$ cat config.mk
export PLATFORM = sky130hd
export DESIGN_NAME = cr_xp10_decomp_htf_hist_builder
export DESIGN_NICKNAME = d
export VERILOG_FILES = /design/src/rtl/cr_xp10_decomp_htf_hist_builder.sv
export SDC_FILE = /design/constraint.sdc
export NUM_CORES = 1
export LEC_CHECK = 0
export ABC_AREA = 1
export CAP_MARGIN = 20
export CELL_PAD_IN_SITES_DETAIL_PLACEMENT = 1
export CELL_PAD_IN_SITES_GLOBAL_PLACEMENT = 2
export CORE_MARGIN = 3
export CORE_UTILIZATION = 33
export CTS_CLUSTER_SIZE = 10
export DETAILED_ROUTE_END_ITERATION = 6
export PLACE_DENSITY_LB_ADDON = 0.1
export SYNTH_ARGS = -nofsm -noshare
export SYNTH_HDL_FRONTEND = slang
export SYNTH_SLANG_ARGS = --single-unit
$ cat constraint.sdc
create_clock -name clk -period 26.7 [get_ports clk]
set_input_delay 5.34 -clock clk [delete_from_list [all_inputs] [get_ports clk]]
set_output_delay 5.34 -clock clk [all_outputs]
set_load 0.01 [all_outputs]
$ cat src/rtl/cr_xp10_decomp_htf_hist_builder.sv
// XP10 htf code-length histogram builder: counts symbols per code length for one Huffman table.
// Optional Kraft oversubscription check enabled by CR_XP10_DECOMP_HTF_KRAFT_CHECK_EN.
module cr_xp10_decomp_htf_hist_builder #(
  parameter  int MAX_DEPTH = 27,
  parameter  int WIDTH     = 10,
  localparam int DW        = $clog2(MAX_DEPTH + 1)
) (
  input  logic                           clk,
  input  logic                           rst,
  input  logic                           cl_valid,
  output logic                           cl_ready,
  input  logic [DW-1:0]                  cl_data,
  input  logic                           cl_last,
  input  logic                           hist_release,
  output logic                           hist_complete,
  output logic [DW-1:0]                  hist_depth,
  output logic [MAX_DEPTH:1][WIDTH-1:0]  histogram,
  output logic                           hist_error,
  output logic [1:0]                     hist_error_code
);

  typedef enum logic [1:0] {ACCUM, HOLD, DRAIN, CLEAR} state_e;

  localparam logic [DW-1:0] MAX_D = DW'(MAX_DEPTH);

  state_e                          state_q;
  logic [MAX_DEPTH:1][WIDTH-1:0]   hist_q;
  logic [DW-1:0]                   depth_q;
  logic                            beat;
  logic [DW-1:0]                   sel;
  logic                            len_ok;
  logic                            sat;
  logic [DW-1:0]                   depth_nxt;
  logic                            kraft_over;
  logic [1:0]                      err_code;

  assign beat       = cl_valid && cl_ready;
  assign histogram  = hist_q;
  assign hist_depth = depth_q;

  // NOTE: every variable written in always_comb gets a default first so no latch is inferred.
  always_comb begin
    sel = cl_data;
    if (cl_data == '0 || cl_data > MAX_D) sel = DW'(1);
    len_ok    = (cl_data <= MAX_D);
    sat       = (cl_data != '0) && len_ok && (hist_q[sel] == '1);
    depth_nxt = (len_ok && cl_data > depth_q) ? cl_data : depth_q;
  end

`ifdef CR_XP10_DECOMP_HTF_KRAFT_CHECK_EN
  localparam int KW = MAX_DEPTH + 2;
  localparam logic [KW-1:0] KRAFT_ONE = KW'(1) << MAX_DEPTH;
  localparam logic [KW-1:0] KRAFT_SAT = KW'(1) << (MAX_DEPTH + 1);

  logic [KW-1:0] kraft_q, kraft_inc, kraft_sum, kraft_nxt;

  // Each length d contributes 2^(MAX_DEPTH-d); a complete prefix code sums to exactly KRAFT_ONE.
  always_comb begin
    kraft_inc = '0;
    if (cl_data != '0 && len_ok) kraft_inc = KRAFT_ONE >> sel;
    kraft_sum  = kraft_q + kraft_inc;
    kraft_nxt  = (kraft_sum > KRAFT_SAT) ? KRAFT_SAT : kraft_sum;
    kraft_over = kraft_nxt > KRAFT_ONE;
  end

  always_ff @(posedge clk or posedge rst) begin
    if (rst) begin
      kraft_q <= '0;
    end else if (state_q == CLEAR) begin
      kraft_q <= '0;
    end else if (state_q == ACCUM && beat && err_code == 2'd0) begin
      kraft_q <= kraft_nxt;
    end
  end
`else
  assign kraft_over = 1'b0;
`endif

  always_comb begin
    err_code = 2'd0;
    if (!len_ok)                                            err_code = 2'd1;
    else if (sat)                                           err_code = 2'd2;
    else if (cl_last && (depth_nxt == '0 || kraft_over))    err_code = 2'd3;
  end

  // NOTE: sequential state uses non-blocking assignments so all registers update from pre-edge values.
  always_ff @(posedge clk or posedge rst) begin
    if (rst) begin
      // NOTE: the histogram is a bank of flops, not a RAM, so resetting it is legal and cheap to reason about.
      state_q         <= ACCUM;
      cl_ready        <= 1'b1;
      hist_q          <= '0;
      depth_q         <= '0;
      hist_complete   <= 1'b0;
      hist_error      <= 1'b0;
      hist_error_code <= 2'd0;
    end else begin
      hist_complete <= 1'b0;
      hist_error    <= 1'b0;
      case (state_q)
        ACCUM: begin
          if (beat) begin
            if (err_code != 2'd0) begin
              hist_error      <= 1'b1;
              hist_error_code <= err_code;
              state_q         <= cl_last ? CLEAR : DRAIN;
              cl_ready        <= !cl_last;
            end else begin
              if (cl_data != '0) begin
                hist_q[sel] <= hist_q[sel] + WIDTH'(1);
                depth_q     <= depth_nxt;
              end
              if (cl_last) begin
                hist_complete <= 1'b1;
                state_q       <= HOLD;
                cl_ready      <= 1'b0;
              end
            end
          end
        end
        HOLD: begin
          if (hist_release) state_q <= CLEAR;
        end
        DRAIN: begin
          if (beat && cl_last) begin
            state_q  <= CLEAR;
            cl_ready <= 1'b0;
          end
        end
        CLEAR: begin
          hist_q   <= '0;
          depth_q  <= '0;
          state_q  <= ACCUM;
          cl_ready <= 1'b1;
        end
        default: begin
          state_q  <= CLEAR;
          cl_ready <= 1'b0;
        end
      endcase
    end
  end

endmodule
# Word-level counts from Yosys, hierarchy flattened
# Index checks and enable logic that the tools add are counted.
# totals
n_memories,0
ram_bits,0
wordCells,106
out_inout_bits,280
inputBits,10
rom_bits,0
ff_bits,282
latch_bits,0
# classes
multipliers,0
bitwise,0
addsub,1
magnitude_cmp,5
shift,0
n_div,0
n_mux,37
reduce_logical,20
eq_ne,10
# ops
operator,count
$mux W270,3
$pmux W270 S2,1
$bwmux W270,1
$bmux W10 S5,1
$demux W10 S5,1
$mux W5,5
$mux W10,2
$mux W2,8
$mux W1,12
$reduce_and A4 Y1,3
$add A10 B1 Y10 const B,1
$eq A10 B10 Y1 const B,1
$logic_not A5 Y1,2
$ne A2 B2 Y1 const B,5
$pmux W5 S2,1
$pmux W2 S4,1
$logic_and A1 B1 Y1,7
$lt A5 B6 Y1 const B,1
$ge A5 B1 Y1 const B,1
$gt A5 B5 Y1,1
$gt A5 B5 Y1 const B,1
$le A5 B5 Y1 const B,1
$reduce_bool A5 Y1,1
$eq A2 B2 Y1 const B,2
other kinds (9),10

# Longest topological paths before layout
# Gate-level depths: netlist of run 1.
# logic_depth
depth_word,13
ltp_mapped,24
mapped_depth_nobuf,22

# Worst setup path after synthesis of run 1
# OpenSTA, ideal clock, no wires.
# synth_path
path_type,in2reg
startpoint,in cl_data[4]
endpoint,reg hist_q (netlist bit histogram[106])
setup_slack_ns,18.754
setup_ns,0.118
arrival_ns,7.828
stages,23
t_required_ns,26.582
path_buffers,4
cell_sequence,buf_4 -> nor2_4 -> nand2_2 -> nand3_2 -> buf_6 -> buf_4 -> o21ai_0 -> nor2_1 -> o211ai_1 -> nand3_1 -> nand2_1 -> nand2_1 -> nand2_1 -> inv_1 -> ha_1 -> nand3_2 -> nor2_4 -> nand3_1 -> xor2_1 -> clkinv_1 -> buf_2 -> nand3_1 -> nand2_1
# synth_via
elab_chain_len,12
elab_cells_between_ends,34
cone_classes,1 x add/sub; 5 x order compare; 3 x eq/ne; 14 x mux; 11 x reduce/logical
# synth_rtl
item,line,text
start: declaration,12,"input logic [DW-1:0] cl_data,"
"parallel branches: the longest is 12 deep, another holds $add A10 B1 Y10",--,
end signal: indexed assignment,110,hist_q[sel] <= hist_q[sel] + WIDTH'(1);
end: declaration,27,logic [MAX_DEPTH:1][WIDTH-1:0] hist_q;
# Parallel ways; which one is timed is not known. The select of a mux whose other input is x is not followed.
# A chain may end at the register's enable or synchronous reset.

# Worst setup path in the final report of run 1
# layout_path
startpoint,in cl_data[2]
endpoint,reg hist_q (netlist bit histogram[88])
# Same word-level chain as after synthesis.

==> results of run 1 <==
[worst paths after layout]
kind	start	cells past startpoint	slack, ns	to
worst max-delay path	cl_data[2]	21	15.63	histogram[88]
worst min-delay path	cl_ready	2	0.48	cl_ready
worst max register to register	histogram[21]	17	22.40	histogram[88]
worst min register to register	cl_ready	2	0.48	cl_ready
max in group asynchronous	rst	3	19.83	histogram[38]
min in group asynchronous	rst	2	5.33	histogram[241]
[kinds of logic (layout without fill, tap and decap cells)]
logic type | count (synthesis) | in the layout | share of synthesized area
fa+ha+maj | 10 | 10 | 0.008133
buf+inv | 227 | 504 | 0.06880
simple gates | 1342 | 1342 | 0.3953
xor+xnor | 6 | 6 | 0.005125
compound gates | 114 | 114 | 0.06384
flops | 282 | 282 | 0.4588
[stage by stage]
stage                     instance area, um^2  hold slack (ns)  worst slack (ns)  utilization
after global routing                    19760           0.5172             15.23       0.4327
after CTS                               19740           0.4806             15.77       0.4321
after global placement                  18650           0.4655             15.33       0.4084
after floorplan                         15380           0.4780             13.58            -
after detailed placement                18680           0.4726             15.18       0.4090
final                                   19760           0.4786             15.63       0.4327
[cell usage in the layout (no fill, tap or decap), types with 3 or more instances in the layout]
master,n
nand2_1,701
nand3_1,313
clkdlybuf4s50_1,289
dfrtp_1,281
inv_1,112
nor2_1,101
nand2_2,72
or2_2,70
clkbuf_16,37
nand4_1,36
o21ai_4,27
buf_4,22
o22ai_1,20
a21oi_1,18
nor3_1,17
inv_2,15
o21ai_0,15
clkbuf_1,15
o211ai_1,12
o21ai_1,9
ha_1,8
nor2_2,7
nand3b_1,7
nand3_2,5
nor2_4,5
a22oi_1,4
xor2_1,3
clkbuf_8,3
buf_2,3
[sequential cells by signal (all words and copies together), names as in the netlist]
| register | cells |
|---|---|
| state_q | 2 |
| hist_error | 1 |
| histogram | 270 |
| hist_complete | 1 |
| hist_error_code | 2 |
| cl_ready | 1 |
| hist_depth | 5 |
[power groups by stage]
stage          registers (mW)  logic (mW)  clock network (mW)
2_1_floorplan           0.716       0.333                   0
3_3_place_gp            0.732       0.772                   0
3_5_place_dp            0.730       0.787                   0
4_1_cts                 0.725       0.791               0.471
5_1_grt                 0.739       0.850               0.488
6_report                0.725       0.786               0.463
[synth_stat cells, drive strengths merged (4+ instances only)]
| library cell | count |
|---|---|
| nand3b | 7 |
| dfrtp | 281 |
| nand4 | 38 |
| a21oi | 18 |
| nand2 | 775 |
| o21ai | 51 |
| nor3 | 17 |
| clkbuf | 18 |
| o22ai | 20 |
| or2 | 71 |
| buf | 79 |
| clkinv | 4 |
| a22oi | 4 |
| nand3 | 320 |
| ha | 10 |
| xor2 | 5 |
| inv | 126 |
| nor2 | 113 |
| o211ai | 13 |
[area by class of cell]
class	count	area, um^2
clock inverter	2	35.03
clock buffer	55	1023
multi-input combinational	1472	7292
fill	5495	25910
timing repair buffer	317	3108
sequential	282	7058
inverter	130	495.5
tap	600	750.7
[worst register-to-register path, delay by kind of cell, from the launching register on]
kind            cells  cell delay [ns]
compound gates      2             0.72
fa+ha+maj           1             0.19
buf+inv             2             0.82
flops               1             0.40
simple gates       12             2.04
[per-layer routing]
layer | vias to the layer above | routed length, um | share of wire
li1 | 6918 | - | -
met1 | 7747 | 31830 | 0.45
met2 | 501 | 33750 | 0.47
met3 | 108 | 3679 | 0.052
met4 | 2 | 1866 | 0.026
met5 | - | 12 | 0.00017
==> metrics, run 1 <==
total clock sinks=282; Clk pwr share=0.234; quantity of gates resized following cts=0; Synth area leader=dfrtp_1; CTS tree=yes; RSZ-0062 raised after global routing=no; Critical Path End Type=flip-flop; Clock Tree Root=clkbuf_16; Final min period=11.07 ns; crit-path most repeated cell=nand2_1; fin crit share=0.4146; GPL Wtd Cong=0.8515; Slew headroom=0.2544; Final Power=1.974 mW; total track usage=0.2830; Die Height=221.9 um; hold buffers post-CTS=0; # port buffers=289; Final Hold Fails=0; first-pass GRT wire length=105.9 mm; total CTS buffers=36; GRT overflow=0; Max FO, Critical Path=182; final wirelength=71.14 mm; Die Area=0.04925 mm^2; Syn Nets=2001; Leakage=9.725 nW; fraction of registers with async set/reset=1.000; Core Region=0.04567 mm^2; Longest Clk Path Bufs=3; Switch Pwr=0.8149 mW; busiest metal layer after global routing=met2; I/O pins=290; top cell type's share of synthesized area=0.4571; share of cells above drive strength 1=0.1258; clock skew=0.01922 ns; WP buf/inv=5; area of the mapped netlist=0.01538 mm^2; setup TNS=0 ns; via count=15276; Int Power=1.159 mW; Initial Util=0.3368; antenna violations before repair=1; final std cells w/o fill=2858; synthesized netlist cell count=1981; Comb pwr share=0.398; pins over their slew limit=0; Worst Hold Class=flip-flop to flip-flop; Max-Cap Viols=0; post-CTS setup buffers=0; synthesized flop and latch total=282; largest cells by area after synthesis=dfrtp_1 (46%), nand2_1 (17%), nand3_1 (10%); Final Net Count=2259; met3 Use GR=0.04210; Worst EP required=27.13 ns; clk slew on worst S/H paths=0.05 ns; H-Tree Depth=2; ANT cells=0; FMAX=90.34 MHz; Residual DRC=0; Netlist cell types=46; critical path type=input port to flip-flop; Sw Ratio=0.4128; ANT nets after route=0; HPWL after DPL=48.05 mm; first-pass detailed-route iteration total=5; P&R area growth vs syn=28.46%; worst slew pin tran=1.117 ns; std cell rows=78; crit-path cells=clkdlybuf4s50_1 -> nand3_4 -> o211ai_4 -> buf_4 -> inv_2 -> o211ai_1 -> nand3_1 -> nand2_1 -> nand2_1 -> nand2_1 -> inv_1 -> ha_2 -> nand3_2 -> nor2_4 -> nand4_4 -> nand4_2 -> nand2_8 -> buf_12 -> o21ai_4 -> nand2_1 -> nand2_1; placed insts=2797; syn_area_per_cell=7.766 um^2; largest net degree at the start of global routing=183; WP data arrival=11.50 ns; 1st-iter DRT viols=1215; Worst path slowest cell=clkdlybuf4s50_1; yosys warns=0; latest clock arrival within the worst-skew pair=0.55 ns; Die Wd=221.9 um; sequential area share after synthesis=0.4588; DR vias/cell=5.345; Pwr Density=99.89 mW/mm^2; Worst path max stage delay=0.84 ns; Peak VDD IR=0.04498 mV; status=finished clean; share of power burned in registers=0.367; Routed wire per std cell=24.89 um; GR Util met1=0.3908; Post-synth EDFFs=0; ys flop type=dfrtp_1; CP startpoint kind=input port; GRT met2 Usage=0.4659; Setup violations, final=0; vias in the first global route=15683; Largest delay share family, worst path=buffers and inverters
(Power assumes the default switching activity.)
==> run 2, diff against run 1 <==
--- a/config.mk
+++ b/config.mk
@@ -10,7 +10,7 @@
 export CELL_PAD_IN_SITES_DETAIL_PLACEMENT = 1
 export CELL_PAD_IN_SITES_GLOBAL_PLACEMENT = 2
 export CORE_MARGIN = 3
-export CORE_UTILIZATION = 33
+export CORE_UTILIZATION = 27
 export CTS_CLUSTER_SIZE = 10
 export DETAILED_ROUTE_END_ITERATION = 6
 export PLACE_DENSITY_LB_ADDON = 0.1
==> constraint.sdc (replaced) <==
create_clock -name clk -period 9.7 [get_ports clk]
set_input_delay 1.94 -clock clk [delete_from_list [all_inputs] [get_ports clk]]
set_output_delay 1.94 -clock clk [all_outputs]
set_load 0.01 [all_outputs]
==> run 2 against run 1 <==
Routed wire length increased by 6.9%. Via count decreased by 0.50%. Non-clock buffer count increased by 8. Worst setup slack got worse by 13 ns. Clock power increased to 2.9 times the previous value. Sequential power increased to 2.8 times the previous value. Global-route usage decreased by 3.1 points. Cell count increased by 5.6%. Flip-flop and latch count unchanged. Core utilization decreased by 7.2 points.
==> metrics, run 2 (synthesis gave the netlist of run 1 again) <==
status=finished clean; Die Area=0.05988 mm^2 (+22%); via count=15200 (-0.50%); commonest non-fill, non-tap cell in the layout=nand2_1; final worst slack=2.737 ns (-12.89 ns); ANT cells=0 (unchanged); final wirelength=76.02 mm (+6.9%); Worst EP required=10.13 ns (-17.00 ns); total clock sinks=282 (unchanged); latest clock arrival within the worst-skew pair=0.56 ns (about the same); total track usage=0.2525 (-0.03051); setup TNS=0 ns (unchanged); Leakage=9.813 nW (+0.90%); Area after DPL=0.01892 mm^2 (+1.3%); P&R area growth vs syn=30.59%; critical path type=input port to flip-flop; ANT nets after route=0 (unchanged); first-pass GRT wire length=112.2 mm (+6.0%); hold buffers post-CTS=0 (unchanged); clock skew=0.02520 ns (+0.005982 ns); antenna violations before repair=0 (-1); placed insts=2949 (+5.4%); total CTS buffers=37 (+2.8%); R2R Path Start=histogram[60]; WP data arrival=7.39 ns (-4.11 ns); Core Region=0.05574 mm^2 (+22%); crit path capture=histogram[95]; Slew headroom=0.2599 (+0.005519); Peak VDD IR=0.1049 mV (+130%); final std cells w/o fill=3018 (+5.6%); quantity of gates resized following cts=0 (unchanged); Die Wd=244.7 um (+10%); Worst Hold Class=flip-flop to flip-flop; Final Net Count=2268 (+0.40%); most frequent cells in the layout=nand2_1 (701), nand3_1 (313), clkdlybuf4s50_1 (289); FMAX=143.6 MHz; Critical Path End Type=flip-flop; sequential cell area=0.007058 mm^2 (unchanged); GRT overflow=0 (unchanged); Setup Slack @ Placement=2.249 ns (-12.94 ns); Die Height=244.7 um (+10%); largest net degree at the start of global routing=160 (-13%); std cell rows=86 (+10%); max reg flops=270 (unchanged); RSZ-0062 raised after global routing=no; Final Hold Fails=0 (unchanged); # port buffers=289 (unchanged); worst slew pin tran=1.110 ns (-0.007337 ns); Multi-input gate area=0.007297 mm^2 (about the same); Final min period=6.963 ns; 1st-iter DRT viols=944 (-22%); HPWL after DPL=52.54 mm (+9.3%); vias in the first global route=15822 (+0.89%); Longest Clk Path Bufs=3 (unchanged); clk slew on worst S/H paths=0.05 ns (about the same); Max-Cap Viols=0 (unchanged); post-route cell area=0.02009 mm^2 (+1.7%); GPL Wtd Cong=0.8094 (-4.9%); flop2flop setup slack=5.63 ns (-16.77 ns); share of cells above drive strength 1=0.1326 (+0.006824); fin crit share=0.7178; I/O pins=290 (unchanged); CP startpoint kind=input port; FF-to-FF End=histogram[95]; Initial Util=0.2760 (-0.06082); CP Launch Point=cl_data[2]; Clock Tree Root=clkbuf_16; CTS tree=yes; Routed wire per std cell=25.19 um (+1.2%); FF-to-FF path depth=16 (-1); H-Tree Depth=2 (unchanged); Layout fillers=6711 (+22%); Max FO, Critical Path=114 (-37%); post-CTS setup buffers=0 (unchanged); Setup violations, final=0 (unchanged); Residual DRC=0 (unchanged); first-pass detailed-route iteration total=5 (unchanged); DR vias/cell=5.036 (-5.8%); pins over their slew limit=0 (unchanged); Pwr Density=276.5 mW/mm^2 (+180%)
-- run 2: cell count changes in the layout (fill, tap and decap cells not counted), sizes merged --
cell	before	now
inv	128	129
buf	26	32
clkinv	3	4
bufinv	1	0
clkinvlp	0	1
clkbuf	57	61
-- run 2: critical path, cell delays in order --
cell	delay (ns)
clkdlybuf4s50_1	0.82
inv_1	0.27
nand3_4	0.19
o211ai_4	0.09
inv_2	0.54
nor2_1	0.18
nand2_1	0.14
nand4_1	0.14
a21oi_1	0.43
nand2_2	0.16
ha_2	0.22
nand3_2	0.09
nor2_4	0.06
nand4_4	0.12
nand4_2	0.16
nand2_8	0.71
buf_4	0.62
o21ai_4	0.23
nand2_1	0.11
nand2_1	0.06
-- run 2: stage by stage --
step / power (mW) / hold WS [ns] / util
3_5_place_dp: 4.262 / 0.4760 / 0.3394
5_1_grt: 5.866 / 0.5149 / 0.3604
6_report: 5.556 / 0.4790 / 0.3604
4_1_cts: 5.621 / 0.4855 / 0.3596
2_1_floorplan: 2.888 / 0.4780 / -
3_3_place_gp: 4.239 / 0.4714 / 0.3390
-- run 2: area by class of cell --
| cell class | instances | area share |
|---|---|---|
| Multi-Input combinational cell | 1472 | 0.3632 |
| Sequential cell | 282 | 0.3513 |
| Timing Repair Buffer | 325 | 0.1583 |
| Clock buffer | 57 | 0.05493 |
| Tap cell | 748 | 0.04658 |
| Inverter | 130 | 0.02448 |
| Clock inverter | 4 | 0.001183 |
-- run 2: worst min-delay path by stage --
stage | cells past startpoint | slack, ns | from | to
5_1_grt | 2 | 0.51 | cl_ready | cl_ready
3_5_place_dp | 2 | 0.48 | cl_ready | cl_ready
4_1_cts | 2 | 0.49 | cl_ready | cl_ready
3_3_place_gp | 2 | 0.47 | cl_ready | cl_ready
6_report | 2 | 0.48 | cl_ready | cl_ready
2_1_floorplan | 2 | 0.48 | cl_ready | cl_ready
-- run 2: where the power goes --
| group | internal, mW | total (mW) | switching (mW) |
|---|---|---|---|
| sequential | 1.53 | 2.04 | 0.508 |
| clock | 0.778 | 1.33 | 0.554 |
| combinational | 0.919 | 2.18 | 1.27 |
| total | 3.23 | 5.56 | 2.33 |
-- run 2: routing by layer --
metal	part of all wire	up-vias	GRT usage
met5	0	-	0
met4	0.025	0	0.06860
met3	0.045	96	0.04009
met2	0.47	397	0.4176
met1	0.46	7766	0.3436
li1	-	6941	-
==> run 3, diff against run 2 <==
==> constraint.sdc (replaced) <==
create_clock -name clk -period 6.1 [get_ports clk]
set_input_delay 1.22 -clock clk [delete_from_list [all_inputs] [get_ports clk]]
set_output_delay 1.22 -clock clk [all_outputs]
set_load 0.01 [all_outputs]
==> run 3 against run 2 <==
Design area grew 2.6%. Cell count increased by 1.3%. Routed wire length down 1.2%. Core utilization increased by 0.93 points. Non-clock buffer count increased by 36. Critical path depth rose by 2. Register-to-register slack worse by 3.1 ns. Critical path type unchanged. Largest cell class unchanged. Largest power group unchanged.
==> metrics, run 3 (synthesis gave the netlist of run 1 again) <==
DR vias/cell=4.999 (-0.74%); via count=15287 (+0.57%); 1st-iter DRT viols=1020 (+8.1%); Slew headroom=0.3482 (+0.08828); P&R area growth vs syn=33.97%; vias in the first global route=16081 (+1.6%); Peak VDD IR=0.1527 mV (+46%); FF-to-FF End=histogram[2]; post-CTS setup buffers=0 (unchanged); Initial Util=0.2760 (unchanged); quantity of gates resized following cts=0 (unchanged); # port buffers=289 (unchanged); Final Net Count=2305 (+1.6%); Setup violations, final=0 (unchanged); final worst slack=0.9317 ns (-1.805 ns); Die Wd=244.7 um (unchanged); Worst Hold Class=flip-flop to flip-flop; status=finished clean; placed insts=2992 (+1.5%); GPL Wtd Cong=0.8287 (+2.4%); antenna violations before repair=0 (unchanged); Final min period=5.168 ns; Leakage=10.09 nW (+2.8%); Hold Startpoint=cl_ready; Core Region=0.05574 mm^2 (unchanged); max reg flops=270 (unchanged); WHS=0.4864 ns (+0.007344 ns); Die Area=0.05988 mm^2 (unchanged); flop2flop setup slack=2.56 ns (-3.07 ns); final std cells w/o fill=3058 (+1.3%); Routed wire per std cell=24.57 um (-2.5%); setup TNS=0 ns (unchanged); clock skew=0.02022 ns (-0.004975 ns); Critical Path End Type=flip-flop; wl on met1=34.77 mm (+0.12%); std cell rows=86 (unchanged); share of cells above drive strength 1=0.1468 (+0.01415); WP data arrival=5.65 ns (-1.74 ns); Longest Clk Path Bufs=3 (unchanged); most frequent cells in the layout=nand2_1 (701), nand3_1 (313), clkdlybuf4s50_1 (289); Min-Delay Path Depth=2 (unchanged); ANT nets after route=0 (unchanged); R2R Path Start=histogram[151]; Residual DRC=0 (unchanged); GRT overflow=0 (unchanged); first-pass detailed-route iteration total=5 (unchanged); Clock Tree Root=clkbuf_16; I/O pins=290 (unchanged); FMAX=193.5 MHz; met2 wire length=35.63 mm (-0.87%); total track usage=0.2481 (-0.004452); CTS tree=yes; total clock sinks=282 (unchanged); Die Height=244.7 um (unchanged); first-pass GRT wire length=111.0 mm (-1.1%); Layout fillers=6734 (+0.34%); HPWL after DPL=53.89 mm (+2.6%); fin crit share=0.8473; hold buffers post-CTS=0 (unchanged); largest net degree at the start of global routing=133 (-17%); Final Hold Fails=0 (unchanged); Max-Cap Viols=0 (unchanged); clk slew on worst S/H paths=0.05 ns (about the same); critical path type=input port to flip-flop; metal3 WL=2.882 mm (-16%); worst slew pin tran=0.9741 ns (-0.1360 ns); hold endpoint=cl_ready; H-Tree Depth=2 (unchanged); Final Power=9.046 mW (+63%); commonest non-fill, non-tap cell in the layout=nand2_1; Pwr Density=438.9 mW/mm^2 (+59%); Max FO, Critical Path=34 (-70%); total CTS buffers=38 (+2.7%); final wirelength=75.13 mm (-1.2%); latest clock arrival within the worst-skew pair=0.56 ns (about the same); Worst EP required=6.58 ns (-3.55 ns); FF-to-FF path depth=18 (+2); pins over their slew limit=0 (unchanged); CP startpoint kind=input port; RSZ-0062 raised after global routing=no; ANT cells=0 (unchanged); Setup Slack @ Placement=0.4048 ns (-1.845 ns); uppermost layer routed=met4
-- run 3: area by class of cell --
class	instances	area [um^2]	share of cell area
Multi-Input combinational cell	1472	7289	0.3537
Sequential cell	282	7058	0.3424
Timing Repair Buffer	361	3581	0.1737
Clock buffer	59	1171	0.05682
Tap cell	748	935.9	0.04541
Inverter	130	491.7	0.02386
Clock inverter	6	83.83	0.004067
-- run 3: worst max-delay path: stages --
cell	delay (ns)
clkdlybuf4s50_1	0.63
inv_1	0.37
nand3_2	0.17
inv_1	0.47
buf_4	0.23
nand2_1	0.05
nand2_1	0.09
inv_1	0.05
nand3b_1	0.20
nand2_1	0.09
nor2_1	0.17
nand2_1	0.12
nor2_1	0.24
nand2_1	0.12
nor2_2	0.17
nand4_4	0.14
nand4_2	0.16
nand2_8	0.21
buf_4	0.34
o21ai_4	0.23
nand2_2	0.07
nand2_1	0.07
-- run 3: how the worst max path moves through the flow --
stage	slack, ns	start	end
6_report	0.93	cl_data[0]	histogram[2]
3_5_place_dp	0.40	cl_data[0]	histogram[1]
5_1_grt	0.68	cl_data[0]	histogram[10]
4_1_cts	0.98	cl_data[0]	histogram[1]
2_1_floorplan	1.15	rst	hist_complete
3_3_place_gp	0.48	cl_data[0]	histogram[6]
-- run 3: where the power goes --
| part | leakage (nW) | switching (mW) | internal, mW | total, mW |
|---|---|---|---|---|
| Sequential | 3.87 | 0.749 | 2.44 | 3.18 |
| Combinational | 5.59 | 2.02 | 1.55 | 3.58 |
| Clock | 0.621 | 0.889 | 1.40 | 2.29 |
-- run 3: metrics by stage --
step / util / cell area (um^2)
final: 0.3698 / 20610
after global routing: 0.3698 / 20610
after CTS: 0.3697 / 20610
after detailed placement: 0.3472 / 19350
after global placement: 0.3472 / 19350
after floorplan: - / 15390
-- run 3: layer usage --
metal / up-vias / GRT usage
met2: 379 / 0.4103
met1: 7816 / 0.3427
met5: - / 0
li1: 7005 / -
met3: 87 / 0.03081
met4: 0 / 0.06773
